File: config.mk
export PLATFORM = sky130hd
export DESIGN_NAME = imem_loader_flat
export DESIGN_NICKNAME = d
export VERILOG_FILES = /design/src/rtl/imem_loader_pkg.sv /design/src/rtl/imem_loader_if.sv /design/src/rtl/imem_loader_word_packer.sv /design/src/rtl/imem_loader.sv /design/src/flat_wrapper.sv
export SDC_FILE = /design/constraint.sdc
export NUM_CORES = 1
export LEC_CHECK = 0
export ABC_AREA = 1
export ABC_CLOCK_PERIOD_IN_PS = 3300
export BUFFER_PORTS_ARGS = -buffer_cell sky130_fd_sc_hd__buf_2
export CAP_MARGIN = 20
export CORE_ASPECT_RATIO = 1.1
export CORE_MARGIN = 2
export CORE_UTILIZATION = 50
export CTS_BUF_LIST = sky130_fd_sc_hd__clkbuf_8
export DETAILED_ROUTE_END_ITERATION = 7
export PLACE_DENSITY = 0.74
export SYNTH_ARGS = -nofsm -noshare
export SYNTH_HDL_FRONTEND = slang
export SYNTH_HIERARCHICAL = 1
export SYNTH_SLANG_ARGS = --single-unit
File: constraint.sdc
create_clock -name clk -period 3.3 [get_ports clk]
set_input_delay 0.165 -clock clk [delete_from_list [all_inputs] [get_ports clk]]
set_output_delay 0.165 -clock clk [all_outputs]
set_load 0.05 [all_outputs]
File: src/rtl/imem_loader_pkg.sv
// Shared definitions for the boot-time instruction-memory loader:
// FSM states, error codes and frame layout.
package imem_loader_pkg;

    typedef enum logic [3:0] {
        ST_CNT_HI,
        ST_CNT_LO,
        ST_ADDR_HI,
        ST_ADDR_LO,
        ST_DATA_HI,
        ST_DATA_LO,
        ST_CSUM,
        ST_DONE,
        ST_ERR
    } state_t;

    localparam logic [1:0] ERR_NONE    = 2'b00;
    localparam logic [1:0] ERR_CSUM    = 2'b01;
    localparam logic [1:0] ERR_TIMEOUT = 2'b10;
    localparam logic [1:0] ERR_LEN     = 2'b11;

    // Byte offsets of the header fields; payload starts at FRAME_DATA_POS.
    localparam int FRAME_CNT_HI_POS  = 0;
    localparam int FRAME_CNT_LO_POS  = 1;
    localparam int FRAME_ADDR_HI_POS = 2;
    localparam int FRAME_ADDR_LO_POS = 3;
    localparam int FRAME_DATA_POS    = 4;

    function automatic logic is_receive(input state_t s);
        return (s != ST_DONE) && (s != ST_ERR);
    endfunction

endpackage

File: src/rtl/imem_loader_if.sv
// Byte-stream input and instruction-memory write port of the loader.
interface imem_loader_if;
    logic [7:0]  rx_data;
    logic        rx_valid;
    logic        rx_ready;
    logic        imem_we;
    logic [15:0] imem_addr;
    logic [15:0] imem_wdata;

    modport master (
        output rx_data, rx_valid,
        input  rx_ready, imem_we, imem_addr, imem_wdata
    );

    modport slave (
        input  rx_data, rx_valid,
        output rx_ready, imem_we, imem_addr, imem_wdata
    );
endinterface

File: src/rtl/imem_loader_word_packer.sv
// Pairs bytes into 16-bit words, owns the wrapping address counter and
// the registered write strobe toward instruction memory.
module loader_word_packer (
    input  logic        clk,
    input  logic        reset,
    input  logic        clear,
    input  logic        latch_hi,
    input  logic        load_addr,
    input  logic        push_word,
    input  logic [7:0]  byte_in,
    output logic [7:0]  hi_byte,
    output logic        imem_we,
    output logic [15:0] imem_addr,
    output logic [15:0] imem_wdata
);

    logic [7:0]  hi_reg;
    logic [15:0] addr_cnt_reg;
    logic [15:0] addr_reg;
    logic [15:0] wdata_reg;
    logic        we_reg;

    always_ff @(posedge clk or negedge reset) begin
        if (!reset) begin
            hi_reg       <= '0;
            addr_cnt_reg <= '0;
            addr_reg     <= '0;
            wdata_reg    <= '0;
            we_reg       <= 1'b0;
        end else begin
            we_reg <= push_word;
            if (clear) begin
                hi_reg       <= '0;
                addr_cnt_reg <= '0;
                addr_reg     <= '0;
                wdata_reg    <= '0;
            end else begin
                if (latch_hi)
                    hi_reg <= byte_in;
                if (load_addr)
                    addr_cnt_reg <= {hi_reg, byte_in};
                // Counter wraps naturally at 16 bits.
                if (push_word) begin
                    wdata_reg    <= {hi_reg, byte_in};
                    addr_reg     <= addr_cnt_reg;
                    addr_cnt_reg <= addr_cnt_reg + 16'd1;
                end
            end
        end
    end

    assign hi_byte    = hi_reg;
    assign imem_we    = we_reg;
    assign imem_addr  = addr_reg;
    assign imem_wdata = wdata_reg;

endmodule

File: src/rtl/imem_loader.sv
// Boot loader: parses count/address/payload/checksum frames, writes words
// to instruction memory and releases the CPU only after a verified image.
module imem_loader
    import imem_loader_pkg::*;
#(
    parameter int MAX_WORDS      = 1024,
    parameter int TIMEOUT_CYCLES = 65535
) (
    input  logic         clk,
    input  logic         reset,
    imem_loader_if.slave bus,
    input  logic         reload,
    output logic         cpu_run,
    output logic         done,
    output logic         err,
    output logic [1:0]   err_code
);

    localparam logic [16:0] MAX_W     = 17'(MAX_WORDS);
    localparam logic [15:0] TMO_LIMIT = 16'(TIMEOUT_CYCLES);

    state_t      state_reg, state_next;
    logic [7:0]  csum_reg, csum_next;
    logic [15:0] tmo_reg, tmo_next;
    logic [15:0] words_reg, words_next;
    logic [1:0]  err_code_reg, err_code_next;
    logic        rx_ready_reg;
    logic        done_reg;
    logic        err_reg;
    logic        run_reg;

    logic        accept;
    logic        latch_hi, load_addr, push_word, clear;
    logic [7:0]  hi_byte;
    logic [15:0] count;

    assign accept = bus.rx_valid && rx_ready_reg;
    assign count  = {hi_byte, bus.rx_data};

    always_comb begin
        state_next    = state_reg;
        csum_next     = csum_reg;
        tmo_next      = tmo_reg;
        words_next    = words_reg;
        err_code_next = err_code_reg;
        latch_hi      = 1'b0;
        load_addr     = 1'b0;
        push_word     = 1'b0;
        clear         = 1'b0;

        // Idle watchdog only runs once a frame has started.
        if (is_receive(state_reg) && state_reg != ST_CNT_HI) begin
            if (accept) begin
                tmo_next = '0;
            end else begin
                tmo_next = tmo_reg + 16'd1;
                if (tmo_next == TMO_LIMIT) begin
                    state_next    = ST_ERR;
                    err_code_next = ERR_TIMEOUT;
                end
            end
        end

        case (state_reg)
            ST_CNT_HI: if (accept) begin
                latch_hi   = 1'b1;
                csum_next  = csum_reg ^ bus.rx_data;
                state_next = ST_CNT_LO;
            end
            ST_CNT_LO: if (accept) begin
                csum_next  = csum_reg ^ bus.rx_data;
                words_next = count;
                if ({1'b0, count} > MAX_W) begin
                    state_next    = ST_ERR;
                    err_code_next = ERR_LEN;
                end else begin
                    state_next = ST_ADDR_HI;
                end
            end
            ST_ADDR_HI: if (accept) begin
                latch_hi   = 1'b1;
                csum_next  = csum_reg ^ bus.rx_data;
                state_next = ST_ADDR_LO;
            end
            ST_ADDR_LO: if (accept) begin
                load_addr  = 1'b1;
                csum_next  = csum_reg ^ bus.rx_data;
                state_next = (words_reg == 16'd0) ? ST_CSUM : ST_DATA_HI;
            end
            ST_DATA_HI: if (accept) begin
                latch_hi   = 1'b1;
                csum_next  = csum_reg ^ bus.rx_data;
                state_next = ST_DATA_LO;
            end
            ST_DATA_LO: if (accept) begin
                push_word  = 1'b1;
                csum_next  = csum_reg ^ bus.rx_data;
                words_next = words_reg - 16'd1;
                state_next = (words_reg == 16'd1) ? ST_CSUM : ST_DATA_HI;
            end
            ST_CSUM: if (accept) begin
                if (bus.rx_data == csum_reg) begin
                    state_next = ST_DONE;
                end else begin
                    state_next    = ST_ERR;
                    err_code_next = ERR_CSUM;
                end
            end
            ST_DONE, ST_ERR: if (reload) begin
                clear         = 1'b1;
                state_next    = ST_CNT_HI;
                csum_next     = '0;
                tmo_next      = '0;
                words_next    = '0;
                err_code_next = ERR_NONE;
            end
            default: state_next = ST_CNT_HI;
        endcase
    end

    always_ff @(posedge clk or negedge reset) begin
        if (!reset) begin
            state_reg    <= ST_CNT_HI;
            csum_reg     <= '0;
            tmo_reg      <= '0;
            words_reg    <= '0;
            err_code_reg <= ERR_NONE;
            rx_ready_reg <= 1'b0;
            done_reg     <= 1'b0;
            err_reg      <= 1'b0;
            run_reg      <= 1'b0;
        end else begin
            state_reg    <= state_next;
            csum_reg     <= csum_next;
            tmo_reg      <= tmo_next;
            words_reg    <= words_next;
            err_code_reg <= err_code_next;
            rx_ready_reg <= is_receive(state_next);
            done_reg     <= (state_next == ST_DONE);
            err_reg      <= (state_next == ST_ERR);
            run_reg      <= (state_next == ST_DONE);
        end
    end

    loader_word_packer u_packer (
        .clk        (clk),
        .reset      (reset),
        .clear      (clear),
        .latch_hi   (latch_hi),
        .load_addr  (load_addr),
        .push_word  (push_word),
        .byte_in    (bus.rx_data),
        .hi_byte    (hi_byte),
        .imem_we    (bus.imem_we),
        .imem_addr  (bus.imem_addr),
        .imem_wdata (bus.imem_wdata)
    );

    assign bus.rx_ready = rx_ready_reg;
    assign cpu_run      = run_reg;
    assign done         = done_reg;
    assign err          = err_reg;
    assign err_code     = err_code_reg;

endmodule

File: src/flat_wrapper.sv
// flat-port wrapper written by rule: the top's interface ports become plain ports
module imem_loader_flat import imem_loader_pkg::*;
#(
    parameter int MAX_WORDS      = 1024,
    parameter int TIMEOUT_CYCLES = 65535
)
  (clk, reset, reload, cpu_run, done, err, err_code, bus_rx_data, bus_rx_valid, bus_rx_ready, bus_imem_we, bus_imem_addr, bus_imem_wdata);
  imem_loader_if bus_i ();
  input  logic clk;
  input  logic reset;
  input  logic reload;
  output logic cpu_run;
  output logic done;
  output logic err;
  output logic [1:0] err_code;
  input wire logic [$bits(bus_i.rx_data)-1:0] bus_rx_data;
  input wire logic [$bits(bus_i.rx_valid)-1:0] bus_rx_valid;
  output wire logic [$bits(bus_i.rx_ready)-1:0] bus_rx_ready;
  output wire logic [$bits(bus_i.imem_we)-1:0] bus_imem_we;
  output wire logic [$bits(bus_i.imem_addr)-1:0] bus_imem_addr;
  output wire logic [$bits(bus_i.imem_wdata)-1:0] bus_imem_wdata;
  assign bus_i.rx_data = bus_rx_data;
  assign bus_i.rx_valid = bus_rx_valid;
  assign bus_rx_ready = bus_i.rx_ready;
  assign bus_imem_we = bus_i.imem_we;
  assign bus_imem_addr = bus_i.imem_addr;
  assign bus_imem_wdata = bus_i.imem_wdata;
  imem_loader #(.MAX_WORDS(MAX_WORDS), .TIMEOUT_CYCLES(TIMEOUT_CYCLES)) u_core (.clk(clk), .reset(reset), .bus(bus_i), .reload(reload), .cpu_run(cpu_run), .done(done), .err(err), .err_code(err_code));
endmodule
# Word level (Yosys, flattened, before mapping)
# Index checks and enable logic that the tools add are counted.
[totals]
ff_bits = 106
latchBits = 0
ramBits = 0
mem_bits_ro = 0
in_bits = 12
n_memories = 0
[classes]
addsub = 3
n_mul = 0
n_div = 0
n_lt_le_gt_ge = 1
n_eq_ne = 21
n_shift = 0
mux = 51
bitwise_logic = 1
n_reduce_logical = 17
[ops]
columns = ["cell", "count"]
rows = [
  ["16-bit 2-to-1 mux", 14],
  ["4-bit 2-to-1 mux", 13],
  ["16-bit one-hot mux with 3 select lines", 1],
  ["16-bit by 1-bit adder with 16-bit output, second input constant", 2],
  ["8-bit 2-to-1 mux", 4],
  ["4-bit one-hot mux with 8 select lines", 1],
  ["4-bit by 3-bit == test with 1-bit output, second input constant", 5],
  ["2-bit 2-to-1 mux", 10],
  ["16-bit by 1-bit == test with 1-bit output, second input constant", 1],
  ["16-bit == test, second input constant", 1],
  ["16-bit by 11-bit > comparator with 1-bit output, second input constant", 1],
  ["16-bit zero test", 1],
  ["8-bit one-hot mux with 2 select lines", 1],
  ["16-bit by 1-bit subtractor with 16-bit output, second input constant", 1],
  ["4-bit by 2-bit == test with 1-bit output, second input constant", 2],
  ["4-bit == test, second input constant", 2],
  ["8-bit == test", 1],
  ["4-bit by 3-bit != test with 1-bit output, second input constant", 2],
  ["4-bit != test, second input constant", 2],
  ["8-bit bitwise XOR", 1],
  ["1-bit 2-to-1 mux", 6],
  ["2-bit by 1-bit != test with 1-bit output, second input constant", 3],
  ["2-bit one-hot mux with 3 select lines", 1],
  ["2-bit nonzero test", 3],
  ["other kinds (11)", 15],
]

# Longest topological paths before layout
[depth]
word_depth = 9
mapped_depth = 17
depth_no_buf = 17

# By module
# The synthesis kept the hierarchy.
[by_module_without_submodules]
columns = ["mod", "instances", "cells_per_inst", "area_each_um2"]
rows = [
  ["imem_loader", 1, 455, 3288.2],
  ["loader_word_packer", 1, 329, 2676.3],
]

# Worst setup path after synthesis
# OpenSTA, ideal clock, no wires.
[synth_path]
kind = "flip-flop to flip-flop"
startpoint = "register u_core.state_reg[3]"
endpoint = "register u_core.u_packer.addr_cnt_reg[5]"
setup_ns = 0.113
arrival_time_ns = 2.190
required_ns = 3.187
setup_slack_ns = 0.997
stages_incl_launch_ff = 13
path_buffers = 2
cell_sequence = "dfrtp_1 inv_1 nand2_1 nor2_1 a21oi_2 nor2_1 clkbuf_1 buf_2 nor2_1 o21ai_1 nand2_1 nand2_1 inv_1"
[synth_via]
elab_chain_cells = 4
elab_cells_between_ends = 11
cone_classes = "4 x eq/ne; 5 x mux; 2 x reduce/logical"
[synth_rtl]
columns = ["element", "line", "text"]
rows = [
  ["from (decl)", "imem_loader.sv:22", "state_t state_reg, state_next;"],
  ["from (signal assigned)", "imem_loader.sv:133", "state_reg <= state_next;"],
  ["4-bit by 3-bit == test with 1-bit output / 4-bit == test (equally long branches)", "imem_loader.sv:64", "case (state_reg)"],
  ["2-bit OR reduction (*)", "imem_loader.sv:64", ""],
  ["1-bit 2-to-1 mux (*)", "imem_loader.sv:64", ""],
  ["net u_core.clear", "imem_loader.sv:33", "logic latch_hi, load_addr, push_word, clear;"],
  ["3-bit nonzero test (no source line) / 16-bit 2-to-1 mux (equally long branches)", "--", ""],
  ["to (signal assigned)", "imem_loader_word_packer.sv:41", "addr_cnt_reg <= {hi_reg, byte_in};"],
  ["to (signal assigned)", "imem_loader_word_packer.sv:46", "addr_cnt_reg <= addr_cnt_reg + 16'd1;"],
  ["to (decl)", "imem_loader_word_packer.sv:18", "logic [15:0] addr_cnt_reg;"],
]
# The timed path passes the listed nets; every way through them passes the cells marked *.
# A chain may end at the register's enable or synchronous reset.

# Worst setup path in the final report
[layout_path]
startpoint = "register u_core.state_reg[3]"
endpoint = "register u_core.u_packer.addr_cnt_reg[7]"
[layout_via]
elab_chain_cells = 4
elab_cells_between_ends = 11
cone_classes = "4 x eq/ne; 5 x mux; 2 x reduce/logical"
[layout_rtl]
columns = ["element", "line", "text"]
rows = [
  ["4-bit by 3-bit == test with 1-bit output (*)", "imem_loader.sv:64", ""],
  ["1-bit 2-to-1 mux (*)", "imem_loader.sv:64", ""],
  ["net u_core.push_word", "imem_loader.sv:33", ""],
  ["16-bit 2-to-1 mux", "imem_loader_word_packer.sv:43", "if (push_word) begin"],
  ["16-bit 2-to-1 mux", "imem_loader_word_packer.sv:32", "if (clear) begin"],
]
# Marks and branches as above.

==> impl_metrics.toml <==
[run_status]
status = "completed"

[die]
num_rows = 41
core_area_um2 = 11540
initial_utilization = 0.5167
die-height_um = 118.6
die_w_um = 108.1
die_area_um2 = 12820
ios = 51

[clock_network]
htreeDepth = 3
cts_setup_buffers = 0
clkLatencyLatePin_ns = 0.39
cts_made_buffers = 9
clk_pin_slew_worst_paths_ns = 0.11
cts_root_buffer = "clkbuf_8"
holdBufCountCts = 1
cts_sinks = 106
cts_tree = "done"
cts_resized = 0
cts_buffer_depth = 2

[routing]
drc = 0
wl_per_cell_um = 16.02
drt_wl_total_um = 15760
first_pass_iters = 6
dr.first_iter.drc_count = 453
dr_total_vias = 5436
post_drt_via_cell_ratio = 5.524
ant_nets = 0

[timing]
min_period_ns = 2.750
fmax_mhz = 363.6
fin_crit_sh = 0.8333
whs_ns = 0.1265
slew_viol_final = 0
tns_ns = 0
setup_viol = 0
clock_skew_ns = 0.01132
rsz0062_at_grt = "no"
tightest_slew_ns = 0.8326
hold_viol = 0
relSlewSlack = 0.4406

[placement]
numPortBuffers = 50
finalWeightedCongestion = 0.9522
placed_area_um2 = 6322
place_hpwl_um = 11320

[logic_synthesis]
synth_top_flop_cell = "dfrtp_1"
syn_area_per_cell_um2 = 7.608
synth_area_um2 = 5964
synthesis.nets = 801
synth_area_leaders = "dfrtp_1, nand2_1, nor2_1, o21ai_0, inv_1"
synth_enable_flop_cells = 0
yosysWarningCount = 6
yosysTopAreaCell = "dfrtp_1"
synth_cell_types = 44
synth_top_area_frac = 0.4447
synth-seq-cells = 106
synth-async-reset-ratio = 1.000
syn_inst = 784
seq_area_frac_synth = 0.4447

[critical_path]
crit_chain = "inv_1 > nand2_1 > inv_1 > nand2_1 > nor2_2 > buf_4 > inv_2 > nor2_4 > inv_2 > o21ai_1 > nand2_1 > nand2_1"
cp_top_family = "simple AND/OR/NAND/NOR gates"
crit_buf_inv = 5
path_common_cell = "nand2_1"
cp_data_required_time_ns = 3.64
start_kind = "flop"
cp_max_fo = 37
slowest_stage = "dfrtp_1"
ff2ff_setup_slack_ns = 0.55
cpPeakStageDelay_ns = 0.42
criticalPathCategory = "reg2reg"
setup.worst_path.end_class = "flop"
worstPathArrival_ns = 3.09

[worst_hold_path]
hp-class = "in2reg"

[finish]
layout_commonest_cell = "nand2_1"
fin_nets = 846
drive_above_1_share = 0.1427
final_cell_mix = "nand2_1, dfrtp_1, nor2_1"
areaGrowthSynthToFinish_pct = 9.251
final_area_um2 = 6516
n_fill_cell = 1107
multiInputGateArea_um2 = 2892
antenna_cells = 0
register_area_um2 = 2653

[power_and_ir_drop]
vdd_drop_max_uv = 533.3
powerDensity_nw_per_um2 = 898.8
power.total_mw = 5.857
p_leak_nw = 3.187

[grt]
grt_max_degree = 56
grt_pass1_vias = 5324
antenna_found_initial = 0
overflow = 0
grt_usage = 0.2598
grt_pass1_wl_um = 26180

[flow_run]
cap_violations = 0
where the power goes:
part | total (mW) | switching, mW | internal [mW]
logic | 2.85 | 2.02 | 0.824
clock network | 0.782 | 0.496 | 0.286
registers | 2.23 | 0.453 | 1.77
total | 5.86 | 2.97 | 2.88
cell usage after synthesis, types with 2 or more instances:
library cell  number
a22o_1             7
nand3b_1           5
o22ai_1            6
clkbuf_1           7
nor4_1             7
nand2_2           10
o21ai_0           52
ha_1               5
nand4_1            8
a21boi_0           3
xnor2_1            3
a21oi_1           34
a22oi_1           10
inv_2             10
nor2_2            10
nor3_1            11
xor2_1            12
nand2_1          236
inv_1             67
buf_4              2
buf_2             11
o21ai_1           14
nor2_1            72
nand3_1           42
buf_6              3
dfrtp_1          106
nor2_4             5
nand3_2            3
a32o_1             8
final timing paths:
kind | from | endpoint | cells past startpoint
min in group asynchronous | reset | u_core/csum_reg[3] | 2
worst min-delay path | bus_rx_data[2] | u_core/words_reg[2] | 3
worst min register to register | u_core/u_packer/imem_wdata[14] | u_core/u_packer/imem_wdata[14] | 2
worst max-delay path | u_core/state_reg[3] | u_core/u_packer/addr_cnt_reg[7] | 12
max in group asynchronous | reset | u_core/state_reg[0] | 3
worst max register to register | u_core/state_reg[3] | u_core/u_packer/addr_cnt_reg[7] | 12
area by class of cell:
type,instances,area share
clock buffers,9,0.01901
clock inverters,7,0.009217
inverters,78,0.04493
multi-input cells,577,0.4437
flip-flops and latches,106,0.4071
well taps,150,0.02880
repair buffers,57,0.04723
layer usage:
layer / part of all wire / wire length, um / vias up / global-route usage
met5: 0 / 0 / - / 0
met2: 0.48 / 7546 / 204 / 0.4135
met3: 0.058 / 916 / 21 / 0.03585
met4: 0.018 / 276 / 0 / 0.09535
li1: - / - / 2668 / -
met1: 0.45 / 7022 / 2543 / 0.3610
cells by family (layout without fill, tap and decap cells):
logic type	after synthesis	after routing	synth area share
fa+ha+maj	5	5	0.01049
compound gates	144	144	0.1466
buf+inv	101	151	0.07090
simple gates	413	413	0.3052
flops	106	106	0.4447
xor+xnor	15	15	0.02203
worst register-to-register path: cells and delay by family (launching register included):
kind            cells  cell delay (ns)
simple gates        6             1.15
buf+inv             5             0.98
flops               1             0.42
compound gates      1             0.16
per-stage QoR:
| step | worst slack [ns] | utilization | std cells |
|---|---|---|---|
| 2_1_floorplan | 0.9968 | - | 784 |
| 3_3_place_gp | 0.7384 | 0.5478 | 967 |
| 3_5_place_dp | 0.5838 | 0.5478 | 967 |
| 5_1_grt | 0.2671 | 0.5646 | 984 |
| 4_1_cts | 0.5772 | 0.5646 | 984 |
| 6_report | 0.5500 | 0.5646 | 984 |
Power figures use the tool's default switching activity.
